## config.mk

```make
export PLATFORM = sky130hd
export DESIGN_NAME = uart_tx_arbiter
export DESIGN_NICKNAME = d
export VERILOG_FILES = /design/src/rtl/uart_pkg.sv /design/src/rtl/rr_pick.sv /design/src/rtl/uart_tx_arbiter.sv
export SDC_FILE = /design/constraint.sdc
export NUM_CORES = 1
export LEC_CHECK = 0
export ABC_AREA = 1
export CAP_MARGIN = 20
export CORE_MARGIN = 3
export CORE_UTILIZATION = 40
export CTS_BUF_LIST = sky130_fd_sc_hd__clkbuf_8
export DETAILED_ROUTE_END_ITERATION = 10
export PLACE_DENSITY = 0.86
export SLEW_MARGIN = 20
export SYNTH_ARGS = -nofsm -noshare
export SYNTH_HDL_FRONTEND = slang
export SYNTH_SLANG_ARGS = --single-unit
```

## constraint.sdc

```tcl
create_clock -name clock -period 1.7 [get_ports clock]
set_clock_uncertainty 0.2 [all_clocks]
set_input_delay 0.255 -clock clock [delete_from_list [all_inputs] [get_ports clock]]
set_output_delay 0.255 -clock clock [all_outputs]
set_load 0.01 [all_outputs]
```

## src/rtl/uart_pkg.sv

```systemverilog
// -----------------------------------------------------------------------------
// uart_pkg
// Shared types and constants for the UART transmit arbiter.
//   byte_t       : one byte of UART payload
//   arb_state_t  : arbiter FSM state; TAG keeps its encoding even when the
//                  tagging feature (UART_TX_ARBITER_TAG_EN) is compiled out
//   TAG_PREFIX   : upper nibble of a stream tag byte
//   make_tag()   : builds the tag byte {TAG_PREFIX, requester id}
// -----------------------------------------------------------------------------
package uart_pkg;

    typedef logic [7:0] byte_t;

    typedef enum logic [1:0] {
        IDLE = 2'd0,
        TAG  = 2'd1,
        SEND = 2'd2
    } arb_state_t;

    localparam logic [3:0] TAG_PREFIX = 4'hF;

    function automatic byte_t make_tag(input logic [3:0] id);
        return {TAG_PREFIX, id};
    endfunction

endpackage

```

## src/rtl/rr_pick.sv

```systemverilog
// -----------------------------------------------------------------------------
// rr_pick
// Combinational round-robin priority picker. The search starts at ptr_i and
// wraps modulo N; the first asserted request wins. N need not be a power of two.
//   req_i    in  N      request vector
//   ptr_i    in  IDX_W  index with highest priority this cycle
//   winner_o out IDX_W  winning index (0 when no hit)
//   hit_o    out 1      at least one request asserted
// -----------------------------------------------------------------------------
module rr_pick #(
    parameter  int N     = 3,
    localparam int IDX_W = (N > 1) ? $clog2(N) : 1
) (
    input  logic [N-1:0]     req_i,
    input  logic [IDX_W-1:0] ptr_i,
    output logic [IDX_W-1:0] winner_o,
    output logic             hit_o
);

    // One spare bit so ptr + offset can exceed N before the explicit wrap.
    localparam int SW = IDX_W + 1;

    logic [SW-1:0]    sum;
    logic [IDX_W-1:0] sel;

    always_comb begin
        winner_o = '0;
        hit_o    = 1'b0;
        sum      = '0;
        sel      = '0;
        for (int k = 0; k < N; k++) begin
            sum = {1'b0, ptr_i} + SW'(k);
            if (sum >= SW'(N)) begin
                sum = sum - SW'(N);
            end
            sel = sum[IDX_W-1:0];
            if (!hit_o && req_i[sel]) begin
                hit_o    = 1'b1;
                winner_o = sel;
            end
        end
    end

endmodule

```

## src/rtl/uart_tx_arbiter.sv

```systemverilog
// -----------------------------------------------------------------------------
// uart_tx_arbiter
// Shares one UART transmitter byte stream between N_REQ requesters with
// packet-granular round-robin arbitration. A grant lasts until the requester's
// last byte or until MAX_BURST bytes have been sent. A one-entry output
// register sits in front of the transmitter (1 cycle of added latency).
//
// Optional build macro UART_TX_ARBITER_TAG_EN: each grant is preceded by a tag
// byte (8'hF0 | grant_id) so the host can demultiplex the streams.
//
// Handshake: a byte moves across any valid/ready pair on a rising clock edge
// where both valid and ready are high; valid must not depend on ready, and the
// sender holds its byte stable until it moves.
//
// Ports:
//   clock, reset    in   clock, synchronous active-high reset
//   req_data        in   N_REQ x 8  byte from each requester
//   req_valid       in   N_REQ      requester i has a byte
//   req_last        in   N_REQ      requester i's byte ends its packet
//   req_ready       out  N_REQ      requester i's byte accepted this cycle
//   tx_data         out  8          byte to transmitter
//   tx_valid        out  1          tx_data valid
//   tx_ready        in   1          transmitter accepts
//   grant_id        out  GID_W      current or last granted requester
//   busy            out  1          FSM not idle or output register full
//   dbg_state       out  arb_state_t  FSM state, for observation only
// -----------------------------------------------------------------------------
module uart_tx_arbiter
    import uart_pkg::*;
#(
    parameter  int N_REQ     = 3,
    parameter  int MAX_BURST = 64,
    localparam int GID_W     = $clog2(N_REQ),
    localparam int CNT_W     = $clog2(MAX_BURST + 1)
) (
    input  logic                  clock,
    input  logic                  reset,
    input  logic [N_REQ-1:0][7:0] req_data,
    input  logic [N_REQ-1:0]      req_valid,
    input  logic [N_REQ-1:0]      req_last,
    output logic [N_REQ-1:0]      req_ready,
    output logic [7:0]            tx_data,
    output logic                  tx_valid,
    input  logic                  tx_ready,
    output logic [GID_W-1:0]      grant_id,
    output logic                  busy,
    output arb_state_t            dbg_state
);

    arb_state_t       state_q, state_d;
    logic [GID_W-1:0] rr_ptr_q;
    logic [GID_W-1:0] grant_q;
    logic [CNT_W-1:0] burst_cnt_q;
    byte_t            tx_data_q;
    logic             tx_valid_q;

    logic             reg_free;
    logic [GID_W-1:0] pick_winner;
    logic             pick_hit;
    logic             accept;
    logic             rel_pkt;
    logic             load_en;
    byte_t            load_byte;
    logic [GID_W-1:0] next_ptr;

    // The register can take a new byte in the same cycle it drains.
    assign reg_free = !tx_valid_q || tx_ready;

    assign next_ptr = (grant_q == GID_W'(N_REQ - 1)) ? '0 : grant_q + GID_W'(1);

    rr_pick #(.N(N_REQ)) u_pick (
        .req_i    (req_valid),
        .ptr_i    (rr_ptr_q),
        .winner_o (pick_winner),
        .hit_o    (pick_hit)
    );

    // State and datapath registers.
    always_ff @(posedge clock) begin
        if (reset) begin
            state_q     <= IDLE;
            rr_ptr_q    <= '0;
            grant_q     <= '0;
            burst_cnt_q <= '0;
            tx_data_q   <= '0;
            tx_valid_q  <= 1'b0;
        end else begin
            state_q <= state_d;
            if (state_q == IDLE && pick_hit) begin
                grant_q     <= pick_winner;
                burst_cnt_q <= '0;
            end
            if (accept) begin
                burst_cnt_q <= burst_cnt_q + CNT_W'(1);
            end
            if (rel_pkt) begin
                rr_ptr_q <= next_ptr;
            end
            if (load_en) begin
                tx_data_q  <= load_byte;
                tx_valid_q <= 1'b1;
            end else if (tx_ready) begin
                tx_valid_q <= 1'b0;
            end
        end
    end

    // Next-state logic.
    always_comb begin
        state_d = state_q;
        case (state_q)
            IDLE: begin
                if (pick_hit) begin
`ifdef UART_TX_ARBITER_TAG_EN
                    state_d = TAG;
`else
                    state_d = SEND;
`endif
                end
            end
            TAG: begin
`ifdef UART_TX_ARBITER_TAG_EN
                if (reg_free) begin
                    state_d = SEND;
                end
`else
                state_d = IDLE;
`endif
            end
            SEND: begin
                if (rel_pkt) begin
                    state_d = IDLE;
                end
            end
            default: state_d = IDLE;
        endcase
    end

    // Output / control logic.
    always_comb begin
        req_ready = '0;
        accept    = 1'b0;
        rel_pkt   = 1'b0;
        load_en   = 1'b0;
        load_byte = req_data[grant_q];
        case (state_q)
            SEND: begin
                req_ready[grant_q] = reg_free;
                accept    = reg_free && req_valid[grant_q];
                // Forced release once this accept makes MAX_BURST bytes.
                rel_pkt   = accept && (req_last[grant_q] ||
                                       burst_cnt_q == CNT_W'(MAX_BURST - 1));
                load_en   = accept;
            end
`ifdef UART_TX_ARBITER_TAG_EN
            TAG: begin
                load_en   = reg_free;
                load_byte = make_tag(4'(grant_q));
            end
`endif
            default: ;
        endcase
    end

    assign tx_data   = tx_data_q;
    assign tx_valid  = tx_valid_q;
    assign grant_id  = grant_q;
    assign busy      = (state_q != IDLE) || tx_valid_q;
    assign dbg_state = state_q;

endmodule
```

Yosys cells after proc, flatten, opt, wreduce, memory -nomap -nowiden
Index checks and enable logic that the tools add are counted.
{"block": "op_classes", "shift": 0, "n_div": 0, "n_addsub": 7, "n_mul": 0, "n_mux": 34, "order_cmp": 8, "n_reduce_logical": 17, "n_bitwise": 1, "n_eq_ne": 5}
{"op": "2-bit 2-to-1 mux", "count": 9}
{"op": "8-bit binary-select mux with 2-bit select", "count": 1}
{"op": "7-bit 2-to-1 mux", "count": 2}
{"op": "1-bit 2-to-1 mux", "count": 13}
{"op": "2-bit by 3-bit less-than comparator with 1-bit output (second input constant)", "count": 4}
{"op": "1-bit binary-select mux with 2-bit select", "count": 5}
{"op": "8-bit 2-to-1 mux", "count": 1}
{"op": "7-bit by 1-bit adder with 7-bit output (second input constant)", "count": 1}
{"op": "7-bit by 6-bit == test with 1-bit output (second input constant)", "count": 1}
{"op": "3-bit by 2-bit greater-or-equal comparator with 1-bit output (second input constant)", "count": 2}
{"op": "1-bit logical AND", "count": 6}
{"op": "2-bit nonzero test", "count": 3}
{"op": "2-bit subtractor (second input constant)", "count": 3}
{"op": "2-bit == test (second input constant)", "count": 2}
{"op": "2-bit inequality test (second input constant)", "count": 2}
{"op": "2-bit one-hot mux with 2 select lines", "count": 1}
{"op": "2-bit by 1-bit adder with 3-bit output (second input constant)", "count": 1}
{"op": "2-bit by 2-bit adder with 3-bit output (second input constant)", "count": 1}
{"op": "3-bit bitwise AND", "count": 1}
{"op": "1-bit zero test", "count": 3}
{"op": "1-bit logical OR", "count": 3}
{"op": "3-bit 2-to-1 mux", "count": 1}
{"op": "2-bit by 1-bit adder with 2-bit output (second input constant)", "count": 1}
{"op": "1-bit demux with 2-bit select", "count": 1}
{"op": "4 further kinds", "count": 4}
{"block": "word_totals", "n_memories": 0, "mem_bits_ro": 0, "wordCells": 78, "latchBits": 0, "input_bits": 33, "mem_bits_rw": 0, "register_bits": 22}

Logic depth before layout (Yosys ltp)
Gate-level depths: netlist of the first run.
{"block": "logic_depth", "depth_word": 14, "depth_mapped": 14, "ltp_nobuf": 13}

Modules after synthesis
Synthesis of the first run repeated with hierarchy kept, for this count alone.
{"block": "hier_totals", "cells_unflattened": 229, "hier_area_um2": 1473.9}
{"mod": "uart_tx_arbiter", "n_inst": 1, "cells_per_inst": 178, "area_each_um2": 1233.7}
{"mod": "rr_pick", "n_inst": 1, "cells_per_inst": 51, "area_each_um2": 240.2}

Worst setup path before layout of the first run
Ideal clock, no wire load.
{"block": "synth_path", "path_kind": "register to register", "from": "register rr_ptr_q[0]", "to": "register burst_cnt_q[1]", "path_slack_ns": -0.112, "stages_incl_launch_ff": 12, "required_ns": 1.433, "t_arrival_ns": 1.545, "setup_ns": 0.067, "cell_sequence": "dfxtp_1 inv_1 ha_1 buf_2 inv_1 nand2_1 nand2_1 a21oi_1 nand3_1 nand2_2 nand3_1 a21oi_2"}
{"block": "synth_between", "elab_chain_cells": 13, "elab_cells_between_ends": 26, "classes_between": "add/sub (5); order compare (3); mux (12); reduce/logical (6)"}
{"element": "start, declared", "line": "uart_tx_arbiter.sv:51", "source": "logic [GID_W-1:0] rr_ptr_q;"}
{"element": "start signal, assigned", "line": "uart_tx_arbiter.sv:97", "source": "rr_ptr_q <= next_ptr;"}
{"element": "branches (longest 10 deep; another with 2-bit by 1-bit adder with 3-bit output)"}
{"element": "1-bit 2-to-1 mux *", "line": "rr_pick.sv:37", "source": "if (!hit_o && req_i[sel]) begin"}
{"element": "1-bit logical AND *", "line": "uart_tx_arbiter.sv:89", "source": "if (state_q == IDLE && pick_hit) begin"}
{"element": "2-bit nonzero test (no source line) *"}
{"element": "end signal, assigned", "line": "uart_tx_arbiter.sv:94", "source": "burst_cnt_q <= burst_cnt_q + CNT_W'(1);"}
{"element": "end, declared", "line": "uart_tx_arbiter.sv:53", "source": "logic [CNT_W-1:0] burst_cnt_q;"}
Every way passes the cells marked *. The select of a mux whose other input is x is not followed.
A chain may end at the register's enable or synchronous reset.

Worst setup path in the final report of the first run
{"block": "layout_path", "from": "register rr_ptr_q[0]", "to": "register burst_cnt_q[3]"}
The elaborated chain is that of the path after synthesis.

==> results of run 1 <==
## tightest hold or removal path, stage by stage
cell,delay [ns]
dlymetal6s2s_1,0.13
nor2_4,0.06
nor2_1,0.09
nor2_1,0.04
## through the flow
step | total power, uW | instance area [um2] | worst slack, ns | util (%) | cells
finish | 2802 | 2227 | -0.05360 | 71.20 | 334
global route | 3026 | 2227 | -0.1476 | 71.20 | 334
CTS | 2673 | 2128 | -0.06663 | 68.04 | 331
detailed placement | 2254 | 2026 | -0.4424 | 64.76 | 323
global placement | 2225 | 2026 | -0.3779 | 64.76 | 323
floorplan | 1595 | 1363 | -0.04059 | - | 215
## repair_timing
action                     in CTS  in global routing
pin swaps                       7                  8
setup endpoints to repair      16                 23
hold buffers                    0                  0
cloned                          1                  0
gates resized for setup        29                 26
setup buffers                   3                  3
## path summary, 6_finish.rpt
check / cells after the start / endpoint
max: 9 / burst_cnt_q[3]$_SDFFE_PP0P_
min: 4 / tx_valid$_SDFFE_PP0P_
max reg2reg: 9 / burst_cnt_q[3]$_SDFFE_PP0P_
min reg2reg: 1 / burst_cnt_q[0]$_SDFFE_PP0P_
## cells by family (layout without fill, tap and decap cells)
logic type | Yosys count | count (layout) | share of synthesized area (%)
buffers and inverters | 29 | 103 | 10.69
adders and majority gates | 4 | 4 | 3.752
AOI/OAI and AO/OA | 27 | 27 | 10.79
DFF | 21 | 21 | 31.52
other | 1 | 1 | 0.2812
and+or+nand+nor | 133 | 134 | 42.96
## cells in the mapped netlist, drive strengths merged
master | count | area (um2)
o21ai | 15 | 75.07
a22oi | 1 | 7.510
o31ai | 1 | 7.510
conb | 1 | 3.750
ha | 4 | 50.05
nand2 | 61 | 246.5
clkbuf | 2 | 7.510
nand3 | 27 | 140.1
dfxtp | 21 | 420.4
nor3 | 3 | 15.01
inv | 21 | 83.83
nor2 | 40 | 157.6
or2 | 1 | 6.260
buf | 6 | 51.29
nand3b | 1 | 7.510
a21oi | 10 | 53.80
## cells in the final DEF, fill, tap and decap left out, types with 6 or more instances in the layout
cell type	count
a21oi_1	6
buf_4	29
clkdlybuf4s50_1	41
dfxtp_1	15
dfxtp_2	6
inv_1	13
inv_2	7
nand2_1	50
nand2_2	9
nand3_1	22
nor2_1	34
o21ai_0	11
## state kept, by name, summed over array words and instances (netlist names)
register and count:
burst_cnt_q 7, tx_data 8, grant_id 2, dbg_state 1, rr_ptr_q 2, tx_valid 1
## where the power goes
group	switching, uW	internal [uW]
Sequential	90.5	612
Clock	172	164
Combinational	924	840
## per-layer routing
metal | vias up | share of wire (%) | global-route usage (%)
met2 | 64 | 51 | 33.90
met4 | 0 | 1.8 | 3.774
li1 | 832 | - | -
met3 | 9 | 7.1 | 5.800
met5 | - | 0 | 0
met1 | 724 | 40 | 20.41
## final cells by class
| class | count | area, um2 | area share (%) |
|---|---|---|---|
| clock buffer | 3 | 41.29 | 1.854 |
| clock inverter | 1 | 5.005 | 0.2247 |
| inverter | 21 | 83.83 | 3.764 |
| multi-input combinational | 166 | 908.4 | 40.79 |
| sequential | 21 | 427.9 | 19.21 |
| tap | 44 | 55.05 | 2.472 |
| timing repair buffer | 78 | 705.7 | 31.69 |
==> qor.yml, run 1 <==
sta:
  tns_ns: -0.1596
  rsz0062_at_grt: "true"
  slew_viol_final: 0
  setup_viol: 7
  hold_viol: 0
  setup_ws_ns: -0.05360
  layout_min_cycle_time_ns: 1.754
  min_period_over_period_pct: 103.2
  holdWs_ns: 0.1450
  fmax_mhz: 570.3
critical_path:
  critPathBufInv: 2
  crit_type: "flop to flop"
  end_kind: "flop"
  cp_top_family: "simple AND/OR/NAND/NOR gates"
  reg2reg_from: "rr_ptr_q[0]$_SDFFE_PP0P_"
  max_stage_delay_ns: 0.34
  r2r_slack_ns: -0.05
  cp_max_fo: 5
  startpoint: "rr_ptr_q[0]$_SDFFE_PP0P_"
  crit_chain: "inv_2, ha_4, buf_4, nor2_4, a21oi_4, nand3_4, nand2_4, nand3_2, a21oi_2"
  cp.arrival_ns: 1.76
  cp_data_required_time_ns: 1.70
  critPathLaunchType: "flop"
  critical_path.slowest_cell: "dfxtp_2"
route:
  drt_wl_total_um: 3844
  ant_nets: 0
  vias: 1629
  viasPerCell: 4.877
  drtIter0Drc: 99
  wl_per_cell_um: 11.51
  first_pass_iters: 4
  drc_errors: 0
worst_hold_path:
  hp-start: "tx_ready"
  worstHoldPathType: "primary input to flop"
grt:
  grt_pass1_vias: 1473
  grt-ovfl-total: 0
  grt_max_degree: 15
  track_usage_pct: 18.33
  grt_pass1_wl_um: 6085
  antenna_found_initial: 0
clocking:
  tritoncts: "yes"
  cts_buffers: 3
  cts_root_buffer: "clkbuf_8"
  clkTransAtPathRegs_ns: 0.08
  cts.sinks: 21
  cts-htree-levels: 1
  insertion_delay_ns: 0.26
  clockBufferDepth: 2
yosys:
  syn-cell-area_um2: 1334
  syn_inst: 215
  syn_nets: 252
  synth.avg_cell_area_um2: 6.204
  synthDistinctLibCells: 27
  yosysSeqAreaShare_pct: 31.52
  ys_ff_latch: 21
  synth_warnings: 0
placement:
  io_buffers: 48
  hpwlAfterDp_um: 2741
  gp_congestion: 0.7912
power_and_ir_drop:
  ir_drop_v: 0.0005623
  powerDensity_nw_per_um2: 1258
  leakage_uw: 0.0009973
cells_and_area:
  fin_nets: 328
  nFillCells: 269
  drive_gt1_share_pct: 29.31
  diodes: 0
  areaGrowthSynthToFinish_pct: 66.98
floorplan:
  placementRows: 20
  die_area_um2: 4063
  core_area_um2: 3128
  start_util_pct: 42.64
  die_h_um: 63.75
  io_pins: 50
  die_w_um: 63.75
run_status:
  violations: "setup timing"
  status: "complete, but fails checks"
job:
  maxCapViolCount: 0
Power figures use the tool's default switching activity.
==> inputs of run 2 (changes only) <==
- CORE_UTILIZATION: 40 -> 41
- PLACE_DENSITY: 0.86 -> 0.88
==> qor.yml, run 2 (synthesis results as in run 1) <==
route:
  drc_errors: 0  # unchanged
  first_pass_iters: 4  # unchanged
  vias: 1765  # was 1629
  wl_per_cell_um: 14.26  # was 11.51 um
  viasPerCell: 5.072  # was 4.877
  drt_wl_total_um: 4963  # was 3844 um
  ant_nets: 0  # unchanged
  drtIter0Drc: 77  # was 99
cells_and_area:
  largest_reg_flops: 8  # unchanged
  final_common_cell: "nand2_1"  # unchanged
  fin_nets: 342  # was 328
  final_cell_mix: "nand2_1, clkdlybuf4s50_1, buf_4, nor2_1, nand3_1"  # was nand2_1, clkdlybuf4s50_1, nor2_1, buf_4, nand3_1
  areaGrowthSynthToFinish_pct: 84.80  # was 66.98%
  diodes: 0  # unchanged
  drive_gt1_share_pct: 36.18  # was 29.31%
sta:
  min_period_over_period_pct: 107.0  # was 103.2%
  tns_ns: -0.8114  # was -0.1596 ns
  holdWs_ns: 0.2769  # was 0.1450 ns
  slew_viol_final: 0  # unchanged
  setup_viol: 11  # was 7
  rsz0062_at_grt: "true"  # unchanged
  fmax_mhz: 549.8  # was 570.3 MHz
  hold_viol: 0  # unchanged
  layout_min_cycle_time_ns: 1.819  # was 1.754 ns
  setup_ws_ns: -0.1189  # was -0.05360 ns
grt:
  antenna_found_initial: 0  # unchanged
  grt-ovfl-total: 0  # unchanged
  grt_pass1_wl_um: 6955  # was 6085 um
  track_usage_pct: 21.46  # was 18.33%
  grt_pass1_vias: 1616  # was 1473
  grt_max_degree: 15  # unchanged
clocking:
  insertion_delay_ns: 0.28  # was 0.26 ns
  cts-htree-levels: 1  # unchanged
  tritoncts: "yes"  # unchanged
  cts.sinks: 21  # unchanged
  cts_root_buffer: "clkbuf_8"  # unchanged
  clkTransAtPathRegs_ns: 0.09  # was 0.08 ns
  cts_buffers: 3  # unchanged
  clockBufferDepth: 2  # unchanged
  cts_hold_buf: 0  # unchanged
floorplan:
  die_h_um: 63.04  # was 63.75 um
  core_area_um2: 3078  # was 3128 um2
  start_util_pct: 43.33  # was 42.64%
  io_pins: 50  # unchanged
  die_area_um2: 3973  # was 4063 um2
  placementRows: 20  # unchanged
  die_w_um: 63.04  # was 63.75 um
critical_path:
  critical_path.slowest_cell: "dfxtp_2"  # unchanged
  max_stage_delay_ns: 0.35  # was 0.34 ns
  cp.arrival_ns: 1.82  # was 1.76 ns
  cpMostUsedCell: "nand2_4"
  cp_top_family: "simple AND/OR/NAND/NOR gates"  # unchanged
  crit_type: "flop to flop"  # unchanged
  critPathBufInv: 2  # unchanged
  critPathLaunchType: "flop"  # unchanged
  cp_max_fo: 5  # unchanged
  cp_data_required_time_ns: 1.70  # about the same
  end_kind: "flop"  # unchanged
  crit_chain: "inv_2, ha_4, inv_4, nand2_4, nand2_4, a21oi_4, nand3_4, nand2_4, nand3_1, a21oi_1"  # was inv_2, ha_4, buf_4, nor2_4, a21oi_4, nand3_4, nand2_4, nand3_2, a21oi_2
run_status:
  violations: "setup timing"  # unchanged
  status: "complete, but fails checks"  # unchanged
placement:
  io_buffers: 48  # unchanged
  hpwlAfterDp_um: 2810  # was 2741 um
  gp_congestion: 0.8439  # was 0.7912
power_and_ir_drop:
  ir_drop_v: 0.0007702  # was 0.0005623 V
  leakage_uw: 0.001085  # was 0.0009973 uW
  powerDensity_nw_per_um2: 1322  # was 1258 nW/um2
job:
  maxCapViolCount: 0  # unchanged
worst_hold_path:
  worstHoldPathType: "flop to flop"  # was primary input to flop
[run 2: cell types whose count changed in the layout (fill, tap and decap cells not counted), sizes merged]
cell | before | now
buf | 33 | 46
clkinv | 1 | 2
inv | 21 | 20
dlymetal6s2s | 2 | 0
clkbuf | 3 | 5
dlygate4sd2 | 2 | 3
[run 2: routing by layer]
metal,track usage [%],vias to the layer above,routed length [um],part of all wire (%)
li1,-,863,-,-
met1,24.48,787,1884,38
met2,39.66,98,2523,51
met3,3.957,17,419,8.4
met4,6.887,0,137,2.8
met5,0,-,0,0
[run 2: cell type report]
class | count | area [um2]
Multi-Input combinational cell | 166 | 997.2
Timing Repair Buffer | 92 | 838.3
Fill cell | 209 | 613.1
Sequential cell | 21 | 434.2
Inverter | 21 | 93.84
Tap cell | 44 | 55.05
Clock buffer | 3 | 41.29
Clock inverter | 1 | 5.005
[run 2: through the flow]
stage | setup slack (ns) | area [um2] | utilization [%] | total power (uW) | cells
finish | -0.1189 | 2465 | 80.08 | 3258 | 348
global route | -0.1944 | 2465 | 80.08 | 3460 | 348
CTS | 0.0005136 | 2247 | 73.01 | 2828 | 341
detailed placement | -0.4490 | 2058 | 66.87 | 2323 | 324
global placement | -0.3768 | 2058 | 66.87 | 2275 | 324
floorplan | -0.04059 | 1363 | - | 1595 | 215
[run 2: final timing paths]
path	start	end	slack [ns]	cells after the start
hold reg to reg	burst_cnt_q[0]$_SDFFE_PP0P_	burst_cnt_q[0]$_SDFFE_PP0P_	0.28	1
setup / recovery	rr_ptr_q[0]$_SDFFE_PP0P_	burst_cnt_q[4]$_SDFFE_PP0P_	-0.12	10
setup reg to reg	rr_ptr_q[0]$_SDFFE_PP0P_	burst_cnt_q[4]$_SDFFE_PP0P_	-0.12	10
hold / removal	burst_cnt_q[0]$_SDFFE_PP0P_	burst_cnt_q[0]$_SDFFE_PP0P_	0.28	1
[run 2: report_power, final]
group	internal, uW	switching (uW)	total, uW
clock network	164	192	356
logic	1050	1140	2190
registers	619	93.5	712
[run 2: what timing repair did]
action / in CTS / in global routing
pin swaps: 10 / 16
buffers inserted: 12 / 9
resized for setup: 35 / 53
gates cloned: 1 / 0
hold endpoints to repair: 0 / 0
endpoints found under the setup margin: 16 / 24
==> inputs of run 3 (changes only) <==
- ABC_CLOCK_PERIOD_IN_PS: not set -> 1700
==> results of run 3 <==
No change in the layout: final DEF, timing and power equal those of run 2.
